$ cat src/rtl/ram_word_fetch.sv
// Serves 16-bit word requests from a 32-bit Wishbone-style read bus through a one-line cache.
// Bus errors and timeouts return a zero word and raise a sticky fetch_err.
module ram_word_fetch #(
    parameter int RAM_WID      = 32,
    parameter int RAM_WORD_WID = 16,
    parameter int BUS_WID      = 32,
    parameter int TIMEOUT_WID  = 8,
    parameter int TIMEOUT      = 200
) (
    input  logic                    clk,
    input  logic                    rst,
    input  logic                    ram_read,
    input  logic [RAM_WID-1:0]      ram_dma_addr,
    output logic [RAM_WORD_WID-1:0] ram_word,
    output logic                    ram_valid,
    input  logic                    invalidate,
    input  logic                    err_clr,
    output logic                    fetch_err,
    output logic [RAM_WID-1:0]      bus_adr,
    output logic                    bus_cyc,
    output logic                    bus_stb,
    input  logic                    bus_ack,
    input  logic                    bus_err,
    input  logic [BUS_WID-1:0]      bus_dat_r
);

    // state   | meaning
    // IDLE    | waiting for a new request (ram_read high, ram_valid low)
    // BUS     | bus read outstanding, timeout counter running
    // HOLD    | ram_word/ram_valid presented until ram_read falls

    localparam int TAG_WID = RAM_WID - 2;

    typedef enum logic [1:0] {
        ST_IDLE = 2'd0,
        ST_BUS  = 2'd1,
        ST_HOLD = 2'd2
    } state_t;

    state_t                  state_q, state_d;
    logic [TAG_WID-1:0]      req_tag_q, req_tag_d;
    logic                    req_sel_q, req_sel_d;
    logic [TAG_WID-1:0]      cache_tag_q, cache_tag_d;
    logic [BUS_WID-1:0]      cache_dat_q, cache_dat_d;
    logic                    cache_vld_q, cache_vld_d;
    logic [TIMEOUT_WID-1:0]  cnt_q, cnt_d;
    logic                    dropped_q, dropped_d;
    logic                    skip_fill_q, skip_fill_d;
    logic [RAM_WORD_WID-1:0] ram_word_q, ram_word_d;
    logic                    ram_valid_q, ram_valid_d;
    logic                    fetch_err_q, fetch_err_d;
    logic [RAM_WID-1:0]      bus_adr_q, bus_adr_d;
    logic                    bus_cyc_q, bus_cyc_d;

    logic [TAG_WID-1:0] addr_tag;
    logic               addr_sel;
    logic               hit;
    logic               bus_fail;
    logic               drop_now;
    logic               set_err;
    logic               unused_addr_lsb;

    function automatic logic [RAM_WORD_WID-1:0] pick_half(input logic [BUS_WID-1:0] dat,
                                                          input logic sel);
        return sel ? dat[BUS_WID-1:RAM_WORD_WID] : dat[RAM_WORD_WID-1:0];
    endfunction

    assign addr_tag        = ram_dma_addr[RAM_WID-1:2];
    assign addr_sel        = ram_dma_addr[1];
    assign unused_addr_lsb = ram_dma_addr[0];

    // An invalidate on the same edge as the lookup must force a miss.
    assign hit      = cache_vld_q && !invalidate && (cache_tag_q == addr_tag);
    // ack and err together count as an error.
    assign bus_fail = bus_err || ((cnt_q == TIMEOUT_WID'(TIMEOUT - 1)) && !bus_ack);
    assign drop_now = dropped_q || !ram_read;

    always_comb begin
        state_d     = state_q;
        req_tag_d   = req_tag_q;
        req_sel_d   = req_sel_q;
        cache_tag_d = cache_tag_q;
        cache_dat_d = cache_dat_q;
        cache_vld_d = cache_vld_q;
        cnt_d       = cnt_q;
        dropped_d   = dropped_q;
        skip_fill_d = skip_fill_q;
        ram_word_d  = ram_word_q;
        ram_valid_d = ram_valid_q;
        fetch_err_d = fetch_err_q;
        bus_adr_d   = bus_adr_q;
        bus_cyc_d   = bus_cyc_q;
        set_err     = 1'b0;

        case (state_q)
            ST_IDLE: begin
                if (ram_read && !ram_valid_q) begin
                    req_tag_d = addr_tag;
                    req_sel_d = addr_sel;
                    if (hit) begin
                        ram_word_d  = pick_half(cache_dat_q, addr_sel);
                        ram_valid_d = 1'b1;
                        state_d     = ST_HOLD;
                    end else begin
                        bus_adr_d   = {addr_tag, 2'b00};
                        bus_cyc_d   = 1'b1;
                        cnt_d       = '0;
                        dropped_d   = 1'b0;
                        skip_fill_d = 1'b0;
                        state_d     = ST_BUS;
                    end
                end
            end

            ST_BUS: begin
                cnt_d = cnt_q + TIMEOUT_WID'(1);
                if (!ram_read) begin
                    dropped_d = 1'b1;
                end
                if (invalidate) begin
                    skip_fill_d = 1'b1;
                end
                if (bus_fail) begin
                    bus_cyc_d = 1'b0;
                    set_err   = 1'b1;
                    if (drop_now) begin
                        state_d = ST_IDLE;
                    end else begin
                        ram_word_d  = '0;
                        ram_valid_d = 1'b1;
                        state_d     = ST_HOLD;
                    end
                end else if (bus_ack) begin
                    bus_cyc_d = 1'b0;
                    // A line invalidated while in flight is delivered but not kept.
                    if (!(skip_fill_q || invalidate)) begin
                        cache_tag_d = req_tag_q;
                        cache_dat_d = bus_dat_r;
                        cache_vld_d = 1'b1;
                    end
                    if (drop_now) begin
                        state_d = ST_IDLE;
                    end else begin
                        ram_word_d  = pick_half(bus_dat_r, req_sel_q);
                        ram_valid_d = 1'b1;
                        state_d     = ST_HOLD;
                    end
                end
            end

            ST_HOLD: begin
                if (!ram_read) begin
                    ram_valid_d = 1'b0;
                    state_d     = ST_IDLE;
                end
            end

            default: begin
                bus_cyc_d   = 1'b0;
                ram_valid_d = 1'b0;
                state_d     = ST_IDLE;
            end
        endcase

        if (invalidate) begin
            cache_vld_d = 1'b0;
        end
        if (err_clr) begin
            fetch_err_d = 1'b0;
        end
        if (set_err) begin
            fetch_err_d = 1'b1;
        end
    end

    always_ff @(posedge clk or posedge rst) begin
        if (rst) begin
            state_q     <= ST_IDLE;
            req_tag_q   <= '0;
            req_sel_q   <= 1'b0;
            cache_tag_q <= '0;
            cache_dat_q <= '0;
            cache_vld_q <= 1'b0;
            cnt_q       <= '0;
            dropped_q   <= 1'b0;
            skip_fill_q <= 1'b0;
            ram_word_q  <= '0;
            ram_valid_q <= 1'b0;
            fetch_err_q <= 1'b0;
            bus_adr_q   <= '0;
            bus_cyc_q   <= 1'b0;
        end else begin
            state_q     <= state_d;
            req_tag_q   <= req_tag_d;
            req_sel_q   <= req_sel_d;
            cache_tag_q <= cache_tag_d;
            cache_dat_q <= cache_dat_d;
            cache_vld_q <= cache_vld_d;
            cnt_q       <= cnt_d;
            dropped_q   <= dropped_d;
            skip_fill_q <= skip_fill_d;
            ram_word_q  <= ram_word_d;
            ram_valid_q <= ram_valid_d;
            fetch_err_q <= fetch_err_d;
            bus_adr_q   <= bus_adr_d;
            bus_cyc_q   <= bus_cyc_d;
        end
    end

    assign ram_word  = ram_word_q;
    assign ram_valid = ram_valid_q;
    assign fetch_err = fetch_err_q;
    assign bus_adr   = bus_adr_q;
    assign bus_cyc   = bus_cyc_q;
    assign bus_stb   = bus_cyc_q;

endmodule

$ cat config.mk
export PLATFORM = sky130hd
export DESIGN_NAME = ram_word_fetch
export DESIGN_NICKNAME = d
export VERILOG_FILES = /design/src/rtl/ram_word_fetch.sv
export SDC_FILE = /design/constraint.sdc
export NUM_CORES = 1
export LEC_CHECK = 0
export ABC_AREA = 1
export CAP_MARGIN = 30
export CORE_MARGIN = 2
export CORE_UTILIZATION = 30
export CTS_BUF_LIST = sky130_fd_sc_hd__clkbuf_8
export DETAILED_ROUTE_END_ITERATION = 10
export GPL_ROUTABILITY_DRIVEN = 0
export RECOVER_POWER = 25
export SLEW_MARGIN = 40
export SYNTH_ARGS = -nofsm -noshare
export SYNTH_HDL_FRONTEND = slang
export SYNTH_SLANG_ARGS = --single-unit
$ cat constraint.sdc
create_clock -name clk -period 11.05 [get_ports clk]
set_input_delay 2.21 -clock clk [delete_from_list [all_inputs] [get_ports clk]]
set_output_delay 2.21 -clock clk [all_outputs]
set_load 0.02 [all_outputs]
-- After elaboration in Yosys (flattened, before gate mapping)
Index checks and enable logic that the tools add are counted.
- output and inout bits: 52
- input bits: 71
- logic and storage cells: 106
- register bits after elaboration: 155
- add/subtract/negate cells: 1
- reductions and logical operators: 27
- eq/ne operators: 14
- bitwise operators: 4
- mux-type cells: 46
- operator list (cell ; number):
    $mux 16 ; 8
    $pmux 16 s2 ; 1
    $eq 30x30->1 ; 1
    $reduce_and 4->1 ; 6
    $mux 1 ; 23
    $ne 2x2->1 const B ; 9
    $mux 8 ; 2
    $pmux 8 s2 ; 1
    $mux 2 ; 6
    $reduce_and 3->1 ; 3
    $add 8x1->8 const B ; 1
    $eq 8x8->1 const B ; 1
    $reduce_bool 2->1 ; 4
    $pmux 1 s3 ; 2
    $pmux 2 s3 ; 1
    $reduce_and 5->1 ; 1
    $logic_and 1x1->1 ; 4
    $logic_not 1->1 ; 4
    $not 1->1 ; 4
    $pmux 1 s2 ; 2
    $logic_or 1x1->1 ; 3
    $ne 3x3->1 const B ; 1
    $eq 2x1->1 const B ; 1
    $eq 2x2->1 const B ; 1
    2 further kinds ; 2

-- Logic depth before layout (Yosys ltp)
Gate-level depths: netlist of the first run.
- word-level depth: 6
- depth in mapped cells: 14
- gate-level depth less buffers: 13

-- Worst setup path after synthesis of the first run
No wires, ideal clock.
- path type: input -> register
- start: input invalidate
- end: register ram_word_q[0] (netlist: ram_word[0])
- stages on the path: 13
- library setup time: 0.117 ns
- buffers on the path: 1
- arrival: 3.241 ns
- data required time: 10.933 ns
- slack: 7.692 ns
- cells stage by stage: inv_2 nand2_1 nor2_1 nand2_1 nor2_1 nand2_1 nor2_2 nand3_2 nand2_2 nand2_4 buf_6 nand2_1 nand2_1
- word-level cells in the longest chain between the ends: 5
- ends and longest elaborated chain (element ; RTL line ; source):
    from (decl) ; 16 ; input logic invalidate,
    $logic_not 1->1 ; 73 ; assign hit = cache_vld_q && !invalidate && (cache_tag_q == addr_tag);
    $logic_and 1x1->1 (2 in a row) ; 73 ;
    $ne 2x2->1 (no line) ; -- ;
    $reduce_and 5->1 (no line) ; -- ;
    to (signal assigned) ; 202 ; ram_word_q <= ram_word_d;
    to (decl) ; 49 ; logic [RAM_WORD_WID-1:0] ram_word_q, ram_word_d;
Every way passes these cells.
A chain may end at the register's enable or synchronous reset.

==> impl_metrics.py, run 1 <==
metrics = {
    "global_route": {
        "grt_usage_pct": 14.40,
        "grt_pass1_wl_mm": 28.16,
        "grt_pass1_vias": 5447,
        "grt_overflow": 0,
        "grt_max_degree": 101,
        "grtUsageMet2_pct": 23.83,
        "busiest_layer": "met2",
        "antenna_found_initial": 1,
        "met3_usage_pct": 4.273,
        "met1_usage_pct": 18.60,
    },
    "hold_path": {
        "hold_class": "reg2reg",
    },
    "synthesis": {
        "yosys.area_share.adder_pct": 0.1746,
        "synth_mux_area_share_pct": 2.515,
        "syn_area_per_cell_um2": 8.370,
        "postSynthCellCount": 856,
        "synth.largest_area_cell": "dfrtp_1",
        "synth-simple-area-share_pct": 21.38,
        "synth_area_um2": 7164,
        "ys_warn_count": 0,
        "synth_compound_area_share_pct": 12.16,
        "synth.distinct_cells": 35,
        "synth_xor_area_share_pct": 1.222,
        "synth_top_family_by_area": "simple AND/OR/NAND/NOR gates",
        "synth_top_area_share_pct": 54.14,
        "synth_seq_cells": 155,
        "synthTopCellsByArea": "dfrtp_1 54%, nand2_1 15%, o21ai_0 7.7%, inv_1 5.3%, mux2_2 2.5%",
        "yosysSeqAreaShare_pct": 54.14,
    },
    "die": {
        "die_x_um": 158.5,
        "rows": 56,
        "die_area_um2": 25130,
        "core_area_um2": 23470,
        "die_y_um": 158.5,
        "start_util_pct": 30.52,
        "io_pins": 123,
    },
    "sta": {
        "min_period_ns": 5.818,
        "rsz0062_at_grt": "no",
        "maxSlewViolCount": 101,
        "setup_tns_ns": 0,
        "worstMarginPinSlew_ns": 4.546,
        "report.final.setup_viol": 0,
        "period_share_pct": 52.65,
        "fmax_ghz": 0.1719,
        "final-hold-violation-count": 0,
        "clock_skew_ns": 0.02156,
        "relSlewSlack_pct": -204.7,
    },
    "status": {
        "failed_checks": "max-capacitance violations, max-slew violations",
        "status": "finished, violations left",
    },
    "final_layout": {
        "fin_util_pct": 38.37,
        "num_antenna_cells": 0,
        "drive_gt1_share_pct": 8.839,
        "syn_to_final_growth_pct": 25.71,
        "fin_cells": 1292,
        "final_common_cell": "nand2_1",
        "nets": 1032,
        "final_cell_mix": "281 x nand2_1, 154 x dfrtp_1, 118 x clkdlybuf4s50_1",
        "fin_area_um2": 9006,
    },
    "clock_network": {
        "postCtsResizedCells": 0,
        "post_cts_buffers": 0,
        "clock_sinks": 155,
        "clk_path_buf_depth": 2,
        "clk_latency_ns": 0.45,
        "cts_root_buf": "clkbuf_8",
        "cts_tree": "built",
        "cts_buffers": 17,
        "cts_hold_buffers": 0,
        "clk_pin_slew_ns": 0.08,
        "h-tree-depth": 4,
    },
    "route": {
        "drt_wl_total_mm": 17.35,
        "route.antenna.remaining_nets": 0,
        "drc_errors": 0,
        "wl_per_cell_um": 13.43,
        "detail_route.iter0.violations": 316,
        "drtPass1Iterations": 4,
        "num_vias": 5679,
        "vias_per_cell": 4.396,
    },
    "setup_path": {
        "start_kind": "primary input",
        "path_class": "in2async",
        "required_ns": 11.50,
        "rr_startpoint": "state_q[1]",
        "reg2reg_to": "bus_adr[16]",
        "reg2reg_depth": 6,
        "cp_max_fo": 100,
        "worstSetupEndpoint": "req_sel_q",
        "worstPathArrival_ns": 6.26,
        "r2r_slack_ns": 8.67,
        "crit_path_start": "rst",
        "critPathCaptureType": "asynchronous set/reset pin",
    },
    "place": {
        "port_buffers": 119,
        "place_area_um2": 8616,
        "dp_cells": 1260,
        "dp_hpwl_mm": 11.43,
    },
    "pwr": {
        "total_power_mw": 2.285,
        "p_per_area_nw_per_um2": 253.8,
        "power.leakage_nw": 4.323,
        "peakVddDrop_mv": 0.1263,
    },
    "run": {
        "cap_viol_max_count": 1,
    },
}
power by group:
part / switching [mW] / leakage, nW / internal, mW
logic: 0.507 / 2.15 / 0.384
clock network: 0.225 / 0.205 / 0.205
registers: 0.142 / 1.97 / 0.822
total: 0.874 / 4.32 / 1.41
final cells by class:
| class | instances | area, um^2 |
|---|---|---|
| Sequential cell | 155 | 3880 |
| Fill cell | 2416 | 14470 |
| Inverter | 110 | 414.1 |
| Clock buffer | 21 | 289.0 |
| Tap cell | 319 | 399.1 |
| Multi-Input combinational cell | 553 | 2695 |
| Timing Repair Buffer | 123 | 1221 |
| Clock inverter | 11 | 107.6 |
routing by layer:
layer	wire [um]	share of wire (%)
met1	8187	47
met2	8037	46
met3	1017	5.9
met5	13	0.075
met4	95	0.55
logic make-up (layout without fill, tap and decap cells):
logic type | count (synthesis) | after routing
and+or+nand+nor | 369 | 369
xor gates and xnor gates | 10 | 10
other | 1 | 2
muxes | 16 | 16
buffers and inverters | 149 | 265
DFF | 155 | 155
AOI/OAI and AO/OA | 155 | 155
adders and majority gates | 1 | 1
registers in the layout, indices dropped and copies added, names as in the netlist:
name,cells
bus_cyc,1
req_tag_q,30
fetch_err,1
cache_vld_q,1
cache_dat_q,32
bus_adr,30
cache_tag_q,30
ram_word,16
req_sel_q,1
skip_fill_q,1
ram_valid,1
state_q,2
dropped_q,1
cnt_q,8
cell usage after synthesis:
| library cell | n |
|---|---|
| a21oi_1 | 7 |
| conb_1 | 1 |
| mux2_2 | 16 |
| xnor2_1 | 9 |
| nand3_1 | 32 |
| nand2_1 | 281 |
| o31ai_1 | 16 |
| clkbuf_1 | 24 |
| buf_6 | 1 |
| o21ai_0 | 110 |
| nand2_4 | 1 |
| nor2_2 | 1 |
| or2_2 | 16 |
| nor2_1 | 27 |
| a21oi_4 | 1 |
| ha_1 | 1 |
| xor2_1 | 1 |
| nand4_1 | 1 |
| nor2_4 | 1 |
| inv_1 | 101 |
| or3_1 | 1 |
| clkinv_1 | 2 |
| o211ai_1 | 16 |
| o21ai_1 | 4 |
| nand3_2 | 1 |
| dfrtp_1 | 155 |
| nor3_2 | 1 |
| inv_2 | 7 |
| nand4_4 | 1 |
| buf_4 | 6 |
| buf_2 | 8 |
| nand3b_1 | 2 |
| nand2_2 | 2 |
| nor3_1 | 1 |
| o21ai_2 | 1 |
per-stage QoR:
step	setup slack, ns	hold slack, ns
4_1_cts	6.679	0.4776
3_5_place_dp	6.196	0.4584
5_1_grt	4.479	0.5032
6_report	5.232	0.4719
2_1_floorplan	4.662	0.4451
3_3_place_gp	5.921	0.4532
worst min path at each step:
stage | start | end | slack (ns) | cells past startpoint
after detailed placement | ram_word[5] | ram_word[5] | 0.46 | 2
after global routing | ram_word[6] | ram_word[6] | 0.50 | 2
final | ram_word[2] | ram_word[2] | 0.47 | 2
after CTS | ram_word[5] | ram_word[5] | 0.48 | 2
after floorplan | cache_vld_q | cache_vld_q | 0.45 | 2
after global placement | ram_word[2] | ram_word[2] | 0.45 | 2
critical path: stages:
cell and delay, ns:
dlygate4sd3_1 0.54, clkinvlp_2 2.51, buf_4 0.91
No activity file was read; power rests on OpenSTA's default activity.
==> run 2: changes to the inputs <==
clock period = 5.1 ns   (was 11.05 ns; I/O delays follow)
==> impl_metrics.py, run 2 (synthesis gave the netlist of run 1 again) <==
metrics = {
    "status": {
        "status": "finished, violations left",
        "failed_checks": "max-capacitance violations, max-slew violations",
    },
    "pwr": {
        "p_per_area_nw_per_um2": 553.5,
        "power.leakage_nw": 4.344,
        "peakVddDrop_mv": 0.2898,
    },
    "hold_path": {
        "hold_path_depth": 2,
        "holdPathEnd": "ram_word[10]",
        "hold_class": "reg2reg",
        "hold_start": "ram_word[10]",
    },
    "die": {
        "start_util_pct": 30.52,
        "rows": 56,
        "die_area_um2": 25130,
        "die_y_um": 158.5,
        "core_area_um2": 23470,
        "io_pins": 123,
        "die_x_um": 158.5,
    },
    "sta": {
        "report.final.setup_viol": 0,
        "setup_tns_ns": 0,
        "final-hold-violation-count": 0,
        "rsz0062_at_grt": "no",
        "fmax_ghz": 0.2698,
        "relSlewSlack_pct": -56.52,
        "period_share_pct": 72.68,
        "worstMarginPinSlew_ns": 2.348,
        "min_period_ns": 3.706,
        "whs_ns": 0.4714,
        "clock_skew_ns": 0.01573,
        "maxSlewViolCount": 95,
    },
    "setup_path": {
        "cp.buffers_inverters": 4,
        "required_ns": 5.16,
        "critPathTopFamily": "buffers and inverters",
        "path_cells": "dlygate4sd3_1, clkinvlp_2, buf_12, clkbuf_2",
        "start_kind": "primary input",
        "reg2reg_depth": 11,
        "critPathSlowestCell": "clkbuf_2",
        "cp_max_fo": 94,
        "max_stage_delay_ns": 1.70,
        "rr_startpoint": "cache_tag_q[28]",
        "reg2reg_to": "bus_adr[26]",
        "critPathCaptureType": "asynchronous set/reset pin",
        "worstPathArrival_ns": 3.76,
        "path_class": "in2async",
        "r2r_slack_ns": 2.60,
    },
    "global_route": {
        "grt_max_degree": 95,
        "antenna_found_initial": 0,
        "grt_pass1_wl_mm": 28.32,
        "grt_overflow": 0,
        "grt_pass1_vias": 5522,
        "grt_usage_pct": 14.54,
    },
    "clock_network": {
        "cts_hold_buffers": 0,
        "postCtsResizedCells": 0,
        "clk_path_buf_depth": 2,
        "cts_root_buf": "clkbuf_8",
        "clock_sinks": 155,
        "cts_buffers": 17,
        "post_cts_buffers": 0,
        "cts_tree": "built",
        "clk_pin_slew_ns": 0.08,
        "h-tree-depth": 4,
        "clk_latency_ns": 0.44,
    },
    "route": {
        "num_vias": 5685,
        "route.antenna.remaining_nets": 0,
        "detail_route.iter0.violations": 298,
        "drtPass1Iterations": 4,
        "vias_per_cell": 4.393,
        "wl_per_cell_um": 13.56,
        "drt_wl_total_mm": 17.54,
        "drc_errors": 0,
    },
    "final_layout": {
        "num_antenna_cells": 0,
        "multi_input_area_um2": 2690,
        "fill_cells": 2400,
        "syn_to_final_growth_pct": 26.35,
        "drive_gt1_share_pct": 8.923,
        "seqCellArea_um2": 3880,
        "largest_reg_flops": 32,
        "final_cell_mix": "281 x nand2_1, 154 x dfrtp_1, 118 x clkdlybuf4s50_1",
        "regMostFlops": "cache_dat_q",
        "final_common_cell": "nand2_1",
        "nets": 1036,
    },
    "place": {
        "dp_hpwl_mm": 11.64,
        "port_buffers": 119,
    },
    "run": {
        "cap_viol_max_count": 1,
    },
}
-- run 2: cell types whose count changed in the layout (fill, tap and decap cells not counted), moves of 2 or more --
cell        previous run  this run
buf_4                  4         6
bufinv_16              1         3
clkbuf_8              21        19
clkinv_4               4         1
clkinvlp_4             1         3
-- run 2: cell type report --
| type | count | area share, % |
|---|---|---|
| tap | 319 | 4.409 |
| clock buffer | 19 | 2.889 |
| multi-input combinational | 553 | 29.72 |
| sequential | 155 | 42.86 |
| inverter | 110 | 4.575 |
| clock inverter | 11 | 1.617 |
| timing repair buffer | 127 | 13.93 |
-- run 2: per-layer routing --
metal,track usage [%],part of all wire (%)
met1,18.66,46
met5,0,0
met4,2.789,0.48
met3,4.573,5.7
met2,24.31,47
-- run 2: worst max path at each step --
stage,start,to,slack [ns],cells after the start
floorplan,rst,bus_adr[10],2.12,1
global placement,ram_dma_addr[30],bus_adr[26],1.38,12
detailed placement,ram_dma_addr[23],bus_adr[11],1.34,13
CTS,ram_dma_addr[23],bus_adr[26],1.83,13
global route,rst,cache_tag_q[11],0.83,4
finish,rst,bus_adr[29],1.39,4
-- run 2: per-stage QoR --
step,setup WS (ns),cells,total power [mW],area (um^2),util (%)
floorplan,2.121,857,3.335,7172,-
global placement,1.384,1263,4.037,8641,36.81
detailed placement,1.343,1264,4.098,8670,36.94
CTS,1.826,1294,5.102,9077,38.67
global route,0.8308,1294,5.449,9052,38.57
finish,1.394,1294,5.010,9052,38.57
-- run 2: power breakdown --
| group | internal (mW) | switching [mW] |
|---|---|---|
| Sequential | 1.78 | 0.315 |
| Clock | 0.506 | 0.468 |
| Combinational | 0.840 | 1.10 |
-- run 2: worst register-to-register path, stage by stage, from the launching register on --
cell and delay [ns]:
dfrtp_1 0.41, inv_1 0.06, nand2_1 0.04, nand2_1 0.05
nand2_1 0.08, nor2_1 0.12, nand2_1 0.06, nor2_1 0.22
nand2_1 0.40, nand2_2 0.48, buf_4 0.35, o21ai_0 0.12
==> run 3: changes to the inputs <==
clock period = 3.6 ns   (was 5.1 ns; I/O delays follow)
==> impl_metrics.py, run 3 (synthesis gave the netlist of run 1 again) <==
metrics = {
    "sta": {
        "setup_tns_ns": 0,
        "maxSlewViolCount": 0,
        "rsz0062_at_grt": "no",
        "final-hold-violation-count": 0,
        "report.final.setup_viol": 0,
        "timing.final.ws_setup_ns": 1.060,
        "period_share_pct": 70.56,
        "worstMarginPinSlew_ns": 0.8843,
        "relSlewSlack_pct": 40.72,
        "fmax_ghz": 0.3937,
        "clock_skew_ns": 0.01702,
        "min_period_ns": 2.540,
    },
    "place": {
        "dp_hpwl_mm": 11.86,
        "dp_cells": 1265,
        "port_buffers": 119,
        "place_area_um2": 8707,
        "dp_slack_ns": 0.5967,
    },
    "setup_path": {
        "critPathTopFamily": "simple AND/OR/NAND/NOR gates",
        "path_cells": "clkdlybuf4s50_1, inv_1, nand2_1, nand2_1, nand2_1, nor2_1, nand2_1, nor2_1, nand3_2, nand2_2, nand2_4, nand2_1, nand2_1",
        "max_stage_delay_ns": 0.46,
        "path_class": "in2reg",
        "critPathCaptureType": "register",
        "required_ns": 3.93,
        "critPathSlowestCell": "clkdlybuf4s50_1",
        "cp.buffers_inverters": 2,
        "worstPathArrival_ns": 2.87,
        "crit_top_cell": "nand2_1",
        "cp_max_fo": 18,
        "start_kind": "primary input",
    },
    "route": {
        "wl_per_cell_um": 13.55,
        "drt_wl_total_mm": 17.58,
        "wl_met1_mm": 8.172,
        "top_layer": "met4",
        "wl_met2_mm": 8.268,
        "route.antenna.remaining_nets": 0,
        "drtPass1Iterations": 4,
        "dr_wl_met3_mm": 1.004,
        "num_vias": 5650,
        "vias_per_cell": 4.356,
        "detail_route.iter0.violations": 290,
        "drc_errors": 0,
    },
    "die": {
        "die_y_um": 158.5,
        "core_area_um2": 23470,
        "start_util_pct": 30.52,
        "die_area_um2": 25130,
        "rows": 56,
        "die_x_um": 158.5,
        "io_pins": 123,
    },
    "pwr": {
        "peakVddDrop_mv": 0.3871,
        "p_per_area_nw_per_um2": 774.2,
        "power.leakage_nw": 4.362,
    },
    "clock_network": {
        "post_cts_buffers": 0,
        "h-tree-depth": 4,
        "clk_path_buf_depth": 2,
        "cts_hold_buffers": 0,
        "clock_sinks": 155,
        "postCtsResizedCells": 0,
        "cts_buffers": 17,
        "cts_tree": "built",
        "cts_root_buf": "clkbuf_8",
        "clk_pin_slew_ns": 0.09,
        "clk_latency_ns": 0.44,
    },
    "final_layout": {
        "final_cell_mix": "281 x nand2_1, 154 x dfrtp_1, 118 x clkdlybuf4s50_1",
        "regMostFlops": "cache_dat_q",
        "nets": 1037,
        "largest_reg_flops": 32,
        "num_antenna_cells": 0,
        "drive_gt1_share_pct": 9.305,
        "final_common_cell": "nand2_1",
        "syn_to_final_growth_pct": 26.89,
        "fin_area_um2": 9091,
        "fin_cells": 1297,
    },
    "global_route": {
        "grt_max_degree": 81,
        "grt_pass1_vias": 5566,
        "antenna_found_initial": 0,
        "grt_usage_pct": 14.72,
        "grt_pass1_wl_mm": 28.62,
        "grt_overflow": 0,
    },
    "run": {
        "cap_viol_max_count": 0,
    },
    "hold_path": {
        "hold_class": "reg2reg",
    },
    "status": {
        "status": "finished, final reports clean",
    },
}
## run 3: final timing paths
check	slack, ns	start	endpoint	cells past startpoint
max	1.06	ram_dma_addr[30]	ram_word[15]	13
min	0.48	ram_word[6]	ram_word[6]	2
max reg2reg	1.38	state_q[1]	ram_word[15]	10
min reg2reg	0.48	ram_word[6]	ram_word[6]	2
max in group asynchronous	1.84	rst	bus_adr[11]	3
min in group asynchronous	0.86	rst	cache_dat_q[20]	2
## run 3: cell type report
cell class	instances	area [um^2]
clock buffers	20	275.3
clock inverters	12	111.4
fillers	2414	14380
inverters	110	414.1
multi-input cells	553	2690
flip-flops and latches	155	3880
well taps	319	399.1
repair buffers	128	1321
## run 3: stage by stage
step                hold slack [ns]  util (%)  power [mW]
floorplan                    0.4451         -       4.724
global placement             0.4522     37.09       5.743
detailed placement           0.4583     37.09       5.822
CTS                          0.4789     38.74       7.154
global route                 0.5039     38.73       7.652
finish                       0.4750     38.73       7.038
## run 3: worst min-delay path: stages (launching register included)
cell	delay, ns
dfrtp_1	0.35
nand2_1	0.05
nand2_1	0.04
## run 3: routing by layer
layer,vias to the layer above,GRT usage [%]
li1,2907,-
met5,-,0
met3,10,4.028
met4,0,4.118
met1,2611,18.55
met2,122,24.87
## run 3: where the power goes
part	switching [mW]	total, mW	internal, mW
Clock	0.686	1.29	0.607
Sequential	0.446	2.97	2.52
Combinational	1.57	2.78	1.21
Total	2.70	7.04	4.34
